## config.mk

```make
export PLATFORM = sky130hd
export DESIGN_NAME = expande_chave_seq
export DESIGN_NICKNAME = d
export VERILOG_FILES = /design/src/rtl/aes_pkg.sv /design/src/rtl/sub_palavra.sv /design/src/rtl/expande_chave_seq.sv
export SDC_FILE = /design/constraint.sdc
export NUM_CORES = 2
export LEC_CHECK = 0
export CAP_MARGIN = 20
export CORE_ASPECT_RATIO = 2
export CORE_MARGIN = 1.5
export CORE_UTILIZATION = 35
export DETAILED_ROUTE_END_ITERATION = 8
export PLACE_DENSITY = 0.57
export SLEW_MARGIN = 20
export SYNTH_ARGS = -nofsm -noshare
export SYNTH_HDL_FRONTEND = slang
export SYNTH_HIERARCHICAL = 1
export SYNTH_SLANG_ARGS = --single-unit
```

## constraint.sdc

```tcl
create_clock -name clk -period 16.1 [get_ports clk]
set_clock_uncertainty 0.05 [all_clocks]
set_input_delay 1.61 -clock clk [delete_from_list [all_inputs] [get_ports clk]]
set_output_delay 1.61 -clock clk [all_outputs]
set_load 0.05 [all_outputs]
```

## src/rtl/aes_pkg.sv

```systemverilog
// aes_pkg: shared AES tables and helpers for the sequential key expander.
// Holds the S-box, xtime, RCON_INIT, the FSM state type and the NK legality check.
package aes_pkg;

  typedef enum logic [1:0] {
    OCIOSO = 2'd0,
    GERA   = 2'd1,
    DRENA  = 2'd2
  } estado_e;

  localparam logic [7:0] RCON_INIT = 8'h01;

  localparam logic [7:0] SBOX [256] = '{
    8'h63, 8'h7c, 8'h77, 8'h7b, 8'hf2, 8'h6b, 8'h6f, 8'hc5,
    8'h30, 8'h01, 8'h67, 8'h2b, 8'hfe, 8'hd7, 8'hab, 8'h76,
    8'hca, 8'h82, 8'hc9, 8'h7d, 8'hfa, 8'h59, 8'h47, 8'hf0,
    8'had, 8'hd4, 8'ha2, 8'haf, 8'h9c, 8'ha4, 8'h72, 8'hc0,
    8'hb7, 8'hfd, 8'h93, 8'h26, 8'h36, 8'h3f, 8'hf7, 8'hcc,
    8'h34, 8'ha5, 8'he5, 8'hf1, 8'h71, 8'hd8, 8'h31, 8'h15,
    8'h04, 8'hc7, 8'h23, 8'hc3, 8'h18, 8'h96, 8'h05, 8'h9a,
    8'h07, 8'h12, 8'h80, 8'he2, 8'heb, 8'h27, 8'hb2, 8'h75,
    8'h09, 8'h83, 8'h2c, 8'h1a, 8'h1b, 8'h6e, 8'h5a, 8'ha0,
    8'h52, 8'h3b, 8'hd6, 8'hb3, 8'h29, 8'he3, 8'h2f, 8'h84,
    8'h53, 8'hd1, 8'h00, 8'hed, 8'h20, 8'hfc, 8'hb1, 8'h5b,
    8'h6a, 8'hcb, 8'hbe, 8'h39, 8'h4a, 8'h4c, 8'h58, 8'hcf,
    8'hd0, 8'hef, 8'haa, 8'hfb, 8'h43, 8'h4d, 8'h33, 8'h85,
    8'h45, 8'hf9, 8'h02, 8'h7f, 8'h50, 8'h3c, 8'h9f, 8'ha8,
    8'h51, 8'ha3, 8'h40, 8'h8f, 8'h92, 8'h9d, 8'h38, 8'hf5,
    8'hbc, 8'hb6, 8'hda, 8'h21, 8'h10, 8'hff, 8'hf3, 8'hd2,
    8'hcd, 8'h0c, 8'h13, 8'hec, 8'h5f, 8'h97, 8'h44, 8'h17,
    8'hc4, 8'ha7, 8'h7e, 8'h3d, 8'h64, 8'h5d, 8'h19, 8'h73,
    8'h60, 8'h81, 8'h4f, 8'hdc, 8'h22, 8'h2a, 8'h90, 8'h88,
    8'h46, 8'hee, 8'hb8, 8'h14, 8'hde, 8'h5e, 8'h0b, 8'hdb,
    8'he0, 8'h32, 8'h3a, 8'h0a, 8'h49, 8'h06, 8'h24, 8'h5c,
    8'hc2, 8'hd3, 8'hac, 8'h62, 8'h91, 8'h95, 8'he4, 8'h79,
    8'he7, 8'hc8, 8'h37, 8'h6d, 8'h8d, 8'hd5, 8'h4e, 8'ha9,
    8'h6c, 8'h56, 8'hf4, 8'hea, 8'h65, 8'h7a, 8'hae, 8'h08,
    8'hba, 8'h78, 8'h25, 8'h2e, 8'h1c, 8'ha6, 8'hb4, 8'hc6,
    8'he8, 8'hdd, 8'h74, 8'h1f, 8'h4b, 8'hbd, 8'h8b, 8'h8a,
    8'h70, 8'h3e, 8'hb5, 8'h66, 8'h48, 8'h03, 8'hf6, 8'h0e,
    8'h61, 8'h35, 8'h57, 8'hb9, 8'h86, 8'hc1, 8'h1d, 8'h9e,
    8'he1, 8'hf8, 8'h98, 8'h11, 8'h69, 8'hd9, 8'h8e, 8'h94,
    8'h9b, 8'h1e, 8'h87, 8'he9, 8'hce, 8'h55, 8'h28, 8'hdf,
    8'h8c, 8'ha1, 8'h89, 8'h0d, 8'hbf, 8'he6, 8'h42, 8'h68,
    8'h41, 8'h99, 8'h2d, 8'h0f, 8'hb0, 8'h54, 8'hbb, 8'h16
  };

  function automatic logic [7:0] sbox(input logic [7:0] b);
    return SBOX[b];
  endfunction

  // Multiply by x in GF(2^8); 0x80 wraps to 0x1B.
  function automatic logic [7:0] xtime(input logic [7:0] b);
    return {b[6:0], 1'b0} ^ (b[7] ? 8'h1b : 8'h00);
  endfunction

  function automatic bit nk_legal(input int nk);
    return (nk == 4) || (nk == 6) || (nk == 8);
  endfunction

endpackage

```

## src/rtl/sub_palavra.sv

```systemverilog
// sub_palavra: SubWord, four parallel S-box lookups on a 32-bit word.
// Ports: palavra_i word in, palavra_o substituted word out (combinational).
module sub_palavra
  import aes_pkg::*;
(
  input  logic [31:0] palavra_i,
  output logic [31:0] palavra_o
);

  for (genvar k = 0; k < 4; k++) begin : g_byte
    assign palavra_o[8*k +: 8] = sbox(palavra_i[8*k +: 8]);
  end

endmodule

```

## src/rtl/expande_chave_seq.sv

```systemverilog
// expande_chave_seq: sequential AES key expander, one schedule word per clock,
// streaming NR+1 round keys over valid/ready. Optional macro EXPANDE_CHAVE_ABORTA_EN
// lets inicio abort and restart a busy run.
// Ports: clk, rst (async high), inicio/chave start+key, ocupado busy,
// rk_valido/rk_pronto handshake, rk_dado/rk_indice/rk_ultimo round key.
module expande_chave_seq
  import aes_pkg::*;
#(
  parameter int NK = 4
) (
  input  logic         clk,
  input  logic         rst,
  input  logic         inicio,
  input  logic [255:0] chave,
  output logic         ocupado,
  output logic         rk_valido,
  input  logic         rk_pronto,
  output logic [127:0] rk_dado,
  output logic [3:0]   rk_indice,
  output logic         rk_ultimo
);

  localparam int         NR     = NK + 6;
  localparam int         NW     = 4 * (NR + 1);
  localparam logic [5:0] I_LAST = 6'(NW - 1);
  localparam logic [2:0] J_MAX  = 3'(NK - 1);
  localparam logic [3:0] R_LAST = 4'(NR);

  if (!nk_legal(NK)) begin : g_nk_ilegal
    $error("expande_chave_seq: NK must be 4, 6 or 8");
  end

  estado_e      st_q, st_d;
  logic [31:0]  win_q [NK];
  logic [31:0]  win_d [NK];
  logic [31:0]  acc_q [3];
  logic [31:0]  acc_d [3];
  logic [5:0]   i_q, i_d;
  logic [2:0]   j_q, j_d;
  logic [7:0]   rcon_q, rcon_d;
  logic         vld_q, vld_d;
  logic [127:0] dado_q, dado_d;
  logic [3:0]   idx_q, idx_d;

  logic [31:0] ant;
  logic [31:0] sub_in;
  logic [31:0] sub_out;
  logic [31:0] w_nova;
  logic        eh_chave;
  logic        j_zero;
  logic        j_quatro;
  logic        xfer;
  logic        grupo_fim;
  logic        stall;
  logic        avanca;
  logic        inicia;

  // Short keys leave the low chave bits unread.
  logic unused_chave;
  assign unused_chave = ^chave;

  // The window doubles as key buffer: it is loaded with the key words,
  // so for i < NK the oldest slot already is key word i.
  assign ant      = win_q[NK-1];
  assign eh_chave = (i_q < 6'(NK));
  assign j_zero   = (j_q == 3'd0);
  assign j_quatro = (NK == 8) && (j_q == 3'd4);
  assign sub_in   = j_zero ? {ant[23:0], ant[31:24]} : ant;

  sub_palavra u_sub (
    .palavra_i (sub_in),
    .palavra_o (sub_out)
  );

  always_comb begin
    w_nova = win_q[0] ^ ant;
    if (eh_chave) begin
      w_nova = win_q[0];
    end else if (j_zero) begin
      w_nova = win_q[0] ^ sub_out ^ {rcon_q, 24'h0};
    end else if (j_quatro) begin
      w_nova = win_q[0] ^ sub_out;
    end
  end

  assign xfer      = vld_q && rk_pronto;
  assign grupo_fim = (i_q[1:0] == 2'd3);
  // A finished group cannot land while the output is still owned.
  assign stall     = grupo_fim && vld_q && !rk_pronto;
  assign avanca    = (st_q == GERA) && !stall;

`ifdef EXPANDE_CHAVE_ABORTA_EN
  assign inicia = inicio;
`else
  assign inicia = inicio && (st_q == OCIOSO);
`endif

  always_comb begin
    st_d   = st_q;
    win_d  = win_q;
    acc_d  = acc_q;
    i_d    = i_q;
    j_d    = j_q;
    rcon_d = rcon_q;
    vld_d  = vld_q;
    dado_d = dado_q;
    idx_d  = idx_q;

    if (xfer) vld_d = 1'b0;

    unique case (st_q)
      OCIOSO: begin
      end
      GERA: begin
        if (avanca) begin
          for (int k = 0; k < NK - 1; k++) win_d[k] = win_q[k+1];
          win_d[NK-1] = w_nova;
          acc_d[0] = acc_q[1];
          acc_d[1] = acc_q[2];
          acc_d[2] = w_nova;
          i_d = i_q + 6'd1;
          j_d = (j_q == J_MAX) ? 3'd0 : j_q + 3'd1;
          if (!eh_chave && j_zero) rcon_d = xtime(rcon_q);
          // Reload may coincide with a transfer: no bubble.
          if (grupo_fim) begin
            dado_d = {acc_q[0], acc_q[1], acc_q[2], w_nova};
            idx_d  = i_q[5:2];
            vld_d  = 1'b1;
          end
          if (i_q == I_LAST) st_d = DRENA;
        end
      end
      DRENA: begin
        if (xfer) st_d = OCIOSO;
      end
      default: st_d = OCIOSO;
    endcase

    if (inicia) begin
      st_d   = GERA;
      i_d    = 6'd0;
      j_d    = 3'd0;
      rcon_d = RCON_INIT;
      vld_d  = 1'b0;
      for (int k = 0; k < NK; k++) win_d[k] = chave[255-32*k -: 32];
    end
  end

  always_ff @(posedge clk or posedge rst) begin
    if (rst) begin
      st_q   <= OCIOSO;
      i_q    <= 6'd0;
      j_q    <= 3'd0;
      rcon_q <= 8'h00;
      vld_q  <= 1'b0;
      dado_q <= '0;
      idx_q  <= 4'd0;
      for (int k = 0; k < NK; k++) win_q[k] <= '0;
      for (int k = 0; k < 3; k++) acc_q[k] <= '0;
    end else begin
      st_q   <= st_d;
      i_q    <= i_d;
      j_q    <= j_d;
      rcon_q <= rcon_d;
      vld_q  <= vld_d;
      dado_q <= dado_d;
      idx_q  <= idx_d;
      for (int k = 0; k < NK; k++) win_q[k] <= win_d[k];
      for (int k = 0; k < 3; k++) acc_q[k] <= acc_d[k];
    end
  end

  assign ocupado   = (st_q != OCIOSO);
  assign rk_valido = vld_q;
  assign rk_dado   = dado_q;
  assign rk_indice = idx_q;
  assign rk_ultimo = vld_q && (idx_q == R_LAST);

endmodule
```

# Yosys cells after proc, flatten, opt, wreduce, memory -nomap -nowiden

Memory sizes are Yosys's and may differ from the RTL's.
Index checks and enable logic that the tools add are counted.

Add/sub/neg operators: 2
Magnitude comparators: 5
Eq/ne operators: 10
Mux-type cells: 36
Bitwise gates (word level): 8
Reductions and logical operators: 21

Operators with widths:

| cell                | count |
|---|---|
| $mux 128            | 3 |
| $mux 32             | 3 |
| $mux 8              | 12 |
| $xor 32x32->32      | 3 |
| $ge 9x9->1 const B  | 4 |
| $not 8->9           | 4 |
| $mux 6              | 3 |
| $mux 3              | 4 |
| $mux 2              | 4 |
| $reduce_bool 2->1   | 4 |
| $xor 8x5->8         | 1 |
| $logic_and 1x1->1   | 7 |
| $add 6x1->6 const B | 1 |
| $eq 6x6->1 const B  | 1 |
| $lt 6x3->1 const B  | 1 |
| $ne 3x3->1 const B  | 2 |
| $pmux 2 s3          | 1 |
| $reduce_and 3->1    | 2 |
| $mux 1              | 5 |
| $mux 5              | 1 |
| $eq 2x2->1 const B  | 2 |
| $eq 4x4->1 const B  | 1 |
| $reduce_and 2->1    | 2 |
| $reduce_and 4->1    | 1 |
| 8 further kinds     | 10 |

Register bits after elaboration: 376
Memory bits (read-only): 8192
Input bits: 260
Output and inout port bits: 135
Logic and storage cells: 100
Memories kept: 4

Memories:

| name            | depth | bits a word | rd ports | clocked after memory_dff | write ports | RTL line      | RTL |
|---|---|---|---|---|---|---|---|
| (no name shown) | 256   | 8           | 1        | 0                        | 0           | aes_pkg.sv:49 | `return SBOX[b];` |
| (no name shown) | 256   | 8           | 1        | 0                        | 0           | aes_pkg.sv:49 |  |
| (no name shown) | 256   | 8           | 1        | 0                        | 0           | aes_pkg.sv:49 |  |
| (no name shown) | 256   | 8           | 1        | 0                        | 0           | aes_pkg.sv:49 |  |

# Longest topological paths before layout

Depth in word-level cells: 13
Mapped depth: 25
Mapped depth without buffers: 17

# By module

Netlist, hierarchy kept.

Modules (own cells, without submodules):

| module            | times used | cells each | area each (µm²) | seq. area each (µm²) |
|---|---|---|---|---|
| expande_chave_seq | 1          | 1709       | 17154.0         | 9409.0 |
| sub_palavra       | 1          | 2185       | 13769.5         | 0.0 |

# Least setup slack after synthesis

OpenSTA, ideal clock, no wires.

Kind: flip-flop to flip-flop
From: register j_q[0]
To: register acc_q[7] in the netlist's numbering
Setup time: 125 ps
Arrival: 5056 ps
Required time: 15925 ps
Path slack: 10869 ps
Cell stages (with the launch flop): 25
Buffers on the path: 7
Clock period less this slack: 5231 ps
Path through: dfrtp_1 inv_1 ha_1 nand2b_1 clkbuf_1 buf_2 buf_2 clkbuf_1 nand2_1 nand2_1 buf_2 inv_1 ha_1 clkbuf_1 nand2b_1 clkbuf_1 nand2_1 a22o_1 mux4_2 or2_0 a32oi_1 and4bb_2 a221oi_1 nand3_2 mux2_4

Word-level cells in the longest chain between the ends: 10

Ends and longest elaborated chain:

| what                                      | RTL line                 | RTL |
|---|---|---|
| start: declaration                        | expande_chave_seq.sv:39  | `logic [2:0] j_q, j_d;` |
| start signal: assignment                  | expande_chave_seq.sv:163 | `j_q <= j_d;` |
| $logic_not 3->1                           | expande_chave_seq.sv:66  | `assign j_zero = (j_q == 3'd0);` |
| $mux 32                                   | expande_chave_seq.sv:68  | `assign sub_in = j_zero ? {ant[23:0], ant[31:24]} : ant;` |
| named net sub_in[1]                       | expande_chave_seq.sv:46  | `logic [31:0] sub_in;` |
| $not 8->9 (not written as such)           | aes_pkg.sv:49            |  |
| $mem_v2 256x8                             | n/a                      |  |
| $mux 8 (not written as such) (2 in a row) | aes_pkg.sv:49            |  |
| named net sub_out[7]                      | expande_chave_seq.sv:47  | `logic [31:0] sub_out;` |
| $xor 32x32->32                            | n/a                      |  |
| $xor 32x32->32                            | expande_chave_seq.sv:80  | `w_nova = win_q[0] ^ sub_out ^ {rcon_q, 24'h0};` |
| $mux 32                                   | expande_chave_seq.sv:79  | `end else if (j_zero) begin` |
| $mux 32                                   | expande_chave_seq.sv:77  | `if (eh_chave) begin` |
| end: declaration                          | expande_chave_seq.sv:36  | `logic [31:0] acc_q [3];` |

The timed path passes the listed nets, and every way through them passes these cells. The select of a mux whose other input is x is not followed.
A chain may end at the register's enable or synchronous reset.

# Worst setup path in the final report

From: register j_q[0]
To: register acc_q[17] in the netlist's numbering

Same word-level chain as after synthesis.

==> flow_summary.html <==
<table>
<tr><th>Metric</th><th>Value</th></tr>
<tr><th colspan="2">Clock network</th></tr>
<tr><td>Clock transition at the registers of the reported paths</td><td>0.06 ns</td></tr>
<tr><td>Number of instances resized during post-cts repair</td><td>0</td></tr>
<tr><td>Number of buffers inserted during clock tree synthesis</td><td>39</td></tr>
<tr><td>Clock tree from TritonCTS</td><td>built</td></tr>
<tr><td>Number of sinks on the clock net</td><td>376</td></tr>
<tr><td>Post-CTS Hold Buffers</td><td>0</td></tr>
<tr><td>Clock tree root buffer cell</td><td>sky130_fd_sc_hd__clkbuf_16</td></tr>
<tr><td>CTS H-Tree Depth</td><td>2</td></tr>
<tr><td>Later-pin clock latency in the skew report</td><td>0.60 ns</td></tr>
<tr><td>Post-CTS Setup Inserts</td><td>0</td></tr>
<tr><td>Largest buffer count on any clock path</td><td>3</td></tr>
<tr><th colspan="2">Detailed routing</th></tr>
<tr><td>Post-detailed-routing wire length</td><td>138 mm</td></tr>
<tr><td>Vias</td><td>32100</td></tr>
<tr><td>Vias/cell</td><td>6.34</td></tr>
<tr><td>1st-iter DRT viols</td><td>4746</td></tr>
<tr><td>First-pass detailed-route iteration total</td><td>9</td></tr>
<tr><td>Number of nets still failing antenna checks after routing</td><td>0</td></tr>
<tr><td>Per-cell routed wire length</td><td>27.2 µm</td></tr>
<tr><td>Remaining design rule violation count</td><td>0</td></tr>
<tr><th colspan="2">STA</th></tr>
<tr><td>FMAX</td><td>130 MHz</td></tr>
<tr><td>Slew HR</td><td>19.3%</td></tr>
<tr><td>Least-Margin Pin Slew</td><td>1.20 ns</td></tr>
<tr><td>Final-report max-slew violation count</td><td>0</td></tr>
<tr><td>Final sum of negative setup slack</td><td>0 ns</td></tr>
<tr><td>Final setup violation count</td><td>0</td></tr>
<tr><td>Time the final worst path needs with I/O delays and setup</td><td>7.69 ns</td></tr>
<tr><td>Setup repair after global routing missed its margin</td><td>false</td></tr>
<tr><td>Number of hold-slack violations in the final timing report</td><td>0</td></tr>
<tr><td>Period Utilization, post-route</td><td>47.7%</td></tr>
<tr><th colspan="2">Global route</th></tr>
<tr><td>Antenna violations before repair</td><td>6</td></tr>
<tr><td>Overall overflow remaining after global route</td><td>0</td></tr>
<tr><td>Pin count of the biggest net entering global routing</td><td>171</td></tr>
<tr><td>Total global routing track utilization</td><td>29.9%</td></tr>
<tr><td>Vias in the first global route</td><td>30400</td></tr>
<tr><td>Wire length of the first global-routing pass</td><td>203 mm</td></tr>
<tr><th colspan="2">Setup path</th></tr>
<tr><td>Startpoint of the worst register-to-register path</td><td>j_q[0]$_DFFE_PP0P_</td></tr>
<tr><td>Startpoint type of the worst setup path</td><td>flop</td></tr>
<tr><td>Critical Path Max Stage Delay</td><td>0.95 ns</td></tr>
<tr><td>Reg2reg setup slack</td><td>8.41 ns</td></tr>
<tr><td>Capturing element type of the critical path</td><td>flop</td></tr>
<tr><td>Highest net fanout along the worst path</td><td>56</td></tr>
<tr><td>Worst-path cell with the longest stage delay</td><td>sky130_fd_sc_hd__ha_1</td></tr>
<tr><td>Signal arrival time at the worst endpoint</td><td>8.11 ns</td></tr>
<tr><td>Endpoint required time on the critical path</td><td>16.52 ns</td></tr>
<tr><td>CP Cell Sequence</td><td>inv_1 -&gt; ha_2 -&gt; and2b_2 -&gt; buf_4 -&gt; nand2_1 -&gt; nand2_1 -&gt; buf_4 -&gt; inv_1 -&gt; ha_1 -&gt; nand2b_1 -&gt; a21oi_1 -&gt; a211oi_1 -&gt; o311a_1 -&gt; a311o_1 -&gt; and4bb_2 -&gt; a221oi_1 -&gt; nand3_2 -&gt; mux2_4</td></tr>
<tr><td>Worst setup path category</td><td>flop to flop</td></tr>
<tr><td>Logic depth of the worst register-to-register path</td><td>18</td></tr>
<tr><td>Reg-to-reg endpoint</td><td>acc_q[17]$_DFFE_PP0P_</td></tr>
<tr><th colspan="2">Layout</th></tr>
<tr><td>Final non-filler cell area</td><td>35200 µm²</td></tr>
<tr><td>Relative area change from synthesis to final layout</td><td>13.7%</td></tr>
<tr><td>Top library cells by usage in the layout, fill and taps aside</td><td>sky130_fd_sc_hd__nand2_1 (769), sky130_fd_sc_hd__dfrtp_1 (376), sky130_fd_sc_hd__clkdlybuf4s50_1 (266), sky130_fd_sc_hd__o21ai_0 (218), sky130_fd_sc_hd__a21oi_1 (197)</td></tr>
<tr><td>Filler cell count</td><td>9084</td></tr>
<tr><td>Nets</td><td>4189</td></tr>
<tr><td>Leading cell type in the layout, fill and taps excluded</td><td>sky130_fd_sc_hd__nand2_1</td></tr>
<tr><td>Cell Count, Final, Fillers Out</td><td>5063</td></tr>
<tr><td>Share of the core filled with cells in the final layout</td><td>40.0%</td></tr>
<tr><td>Register area</td><td>9410 µm²</td></tr>
<tr><td>Proportion of layout cells with a drive suffix above 1</td><td>9.10%</td></tr>
<tr><td>Area of the multi-input gates</td><td>19200 µm²</td></tr>
<tr><th colspan="2">Die</th></tr>
<tr><td>Chip width</td><td>213 µm</td></tr>
<tr><td>Number of placement rows</td><td>154</td></tr>
<tr><td>Vertical die dimension</td><td>423 µm</td></tr>
<tr><td>Die footprint</td><td>90300 µm²</td></tr>
<tr><td>Starting Density</td><td>35.2%</td></tr>
<tr><td>Total core area</td><td>87900 µm²</td></tr>
<tr><td>Number of top-level pins</td><td>395</td></tr>
<tr><th colspan="2">Placed design</th></tr>
<tr><td>Number of instances in the placed design</td><td>4994</td></tr>
<tr><td>Routability congestion estimate from global placement</td><td>1.03</td></tr>
<tr><td>Placed instance area</td><td>33800 µm²</td></tr>
<tr><td>IO Port Bufs</td><td>266</td></tr>
<tr><td>Final HPWL from detailed placement</td><td>95.4 mm</td></tr>
<tr><th colspan="2">Min path</th></tr>
<tr><td>Hold-critical path depth</td><td>2</td></tr>
<tr><td>Worst hold path startpoint</td><td>acc_q[86]$_DFFE_PP0P_</td></tr>
<tr><td>WHS Endpoint</td><td>rk_dado[118]$_DFFE_PP0P_</td></tr>
<tr><td>Hold Path Class</td><td>flop to flop</td></tr>
<tr><th colspan="2">Synth</th></tr>
<tr><td>Count of mapped cells out of synthesis</td><td>3894</td></tr>
<tr><td>Cell variety after synth</td><td>101</td></tr>
<tr><td>Yosys warning count</td><td>6</td></tr>
<tr><td>Synthesized area divided by synthesized cell count</td><td>7.94 µm²</td></tr>
<tr><td>Fraction of the yosys area taken by sequential cells</td><td>30.4%</td></tr>
<tr><td>Number of synthesized flops with an enable pin</td><td>0</td></tr>
<tr><td>Primary flip-flop cell chosen by synthesis mapping</td><td>sky130_fd_sc_hd__dfrtp_1</td></tr>
<tr><td>Register bit count reported by yosys</td><td>376</td></tr>
<tr><td>Total standard cell area after synthesis</td><td>30900 µm²</td></tr>
<tr><td>Proportion of register bits with asynchronous set or reset after synthesis</td><td>100%</td></tr>
<tr><td>Post-synth net total</td><td>4217</td></tr>
<tr><th colspan="2">Job</th></tr>
<tr><td>Number of maximum-capacitance constraint violations</td><td>0</td></tr>
<tr><th colspan="2">Run status</th></tr>
<tr><td>Outcome</td><td>finished clean</td></tr>
</table>
## layer usage
layer  wire length [µm]  track usage (%)  vias to the layer above
li1                   -                -                    14200
met4              11500             20.8                        8
met3              10200             4.43                      498
met5                 64                0                        -
met2              67000             51.0                     1765
met1              49200             33.9                    15600
## kinds of logic after synthesis
group           share of synthesized area [%]
mux                                      6.43
fa+ha+maj                                2.55
simple gates                             26.1
xor+xnor                                0.704
buf+inv                                  7.89
compound gates                           25.9
flops                                    30.4
## synthesized netlist by cell type, types with 17 or more instances
library cell	n	area, µm²
sky130_fd_sc_hd__o311ai_0	50	438
sky130_fd_sc_hd__dfrtp_1	376	9410
sky130_fd_sc_hd__nand3_2	20	200
sky130_fd_sc_hd__o221ai_1	21	184
sky130_fd_sc_hd__nand4b_2	24	360
sky130_fd_sc_hd__nand3_1	98	490
sky130_fd_sc_hd__mux2_2	23	259
sky130_fd_sc_hd__a221oi_1	46	403
sky130_fd_sc_hd__or4_1	21	158
sky130_fd_sc_hd__o31ai_1	22	165
sky130_fd_sc_hd__buf_4	20	150
sky130_fd_sc_hd__a211o_1	18	158
sky130_fd_sc_hd__a21o_1	42	315
sky130_fd_sc_hd__a31oi_1	53	332
sky130_fd_sc_hd__o211ai_1	65	488
sky130_fd_sc_hd__nor3_1	99	495
sky130_fd_sc_hd__nand2b_1	79	494
sky130_fd_sc_hd__a21oi_1	197	986
sky130_fd_sc_hd__buf_1	34	128
sky130_fd_sc_hd__mux2_4	41	616
sky130_fd_sc_hd__inv_1	129	484
sky130_fd_sc_hd__clkbuf_1	178	668
sky130_fd_sc_hd__mux4_2	33	743
sky130_fd_sc_hd__a222oi_1	96	961
sky130_fd_sc_hd__a311oi_1	30	263
sky130_fd_sc_hd__o21ai_0	218	1090
sky130_fd_sc_hd__buf_6	17	191
sky130_fd_sc_hd__mux2i_1	37	370
sky130_fd_sc_hd__ha_1	63	788
sky130_fd_sc_hd__a211oi_1	51	383
sky130_fd_sc_hd__o22ai_1	18	113
sky130_fd_sc_hd__a22o_1	29	254
sky130_fd_sc_hd__buf_2	158	791
sky130_fd_sc_hd__and2_1	29	181
sky130_fd_sc_hd__nand2_1	781	2930
sky130_fd_sc_hd__o21ai_1	19	95.1
sky130_fd_sc_hd__nor2b_1	102	638
sky130_fd_sc_hd__nand4b_1	26	228
sky130_fd_sc_hd__nor2_1	195	732
## metrics by stage
step | setup WS, ns | hold slack, ns
after floorplan | 4.00 | 0.389
after detailed placement | 8.84 | 0.399
after global routing | 8.20 | 0.440
after CTS | 8.88 | 0.416
final | 8.41 | 0.413
after global placement | 8.99 | 0.398
## worst max-delay path: cells and delay by family (launching register included)
| family | cells | cell delay (ns) |
|---|---|---|
| fa+ha+maj | 2 | 1.64 |
| mux | 1 | 0.33 |
| buf+inv | 4 | 1.47 |
| compound gates | 5 | 1.78 |
| simple gates | 6 | 1.74 |
| flops | 1 | 0.41 |
## worst max-delay path by stage
| stage | from | to | cells after the start |
|---|---|---|---|
| floorplan | rst | acc_q[0]$_DFFE_PP0P_ | 1 |
| global placement | j_q[0]$_DFFE_PP0P_ | acc_q[2]$_DFFE_PP0P_ | 19 |
| detailed placement | j_q[0]$_DFFE_PP0P_ | acc_q[2]$_DFFE_PP0P_ | 19 |
| CTS | j_q[0]$_DFFE_PP0P_ | acc_q[2]$_DFFE_PP0P_ | 19 |
| global route | j_q[0]$_DFFE_PP0P_ | acc_q[17]$_DFFE_PP0P_ | 18 |
| finish | j_q[0]$_DFFE_PP0P_ | acc_q[17]$_DFFE_PP0P_ | 18 |
## registers in the layout (all words and copies together) (netlist names)
signal,cells
rk_dado,128
acc_q,96
win_q,96
ant,32
rcon_q,8
i_q,6
rk_indice,4
j_q,3
st_q,2
rk_valido,1
## cell type report
cell class | instances | area share [%]
multi-input combinational | 2975 | 54.6
sequential | 376 | 26.8
timing repair buffer | 338 | 9.16
tap | 1170 | 4.16
clock buffer | 54 | 3.16
inverter | 136 | 1.47
clock inverter | 13 | 0.676
antenna | 1 | 0.00712
Power is left out: the tool's default activity adds up to more than one toggle a clock period on the data nets, which glitch-free logic cannot reach.
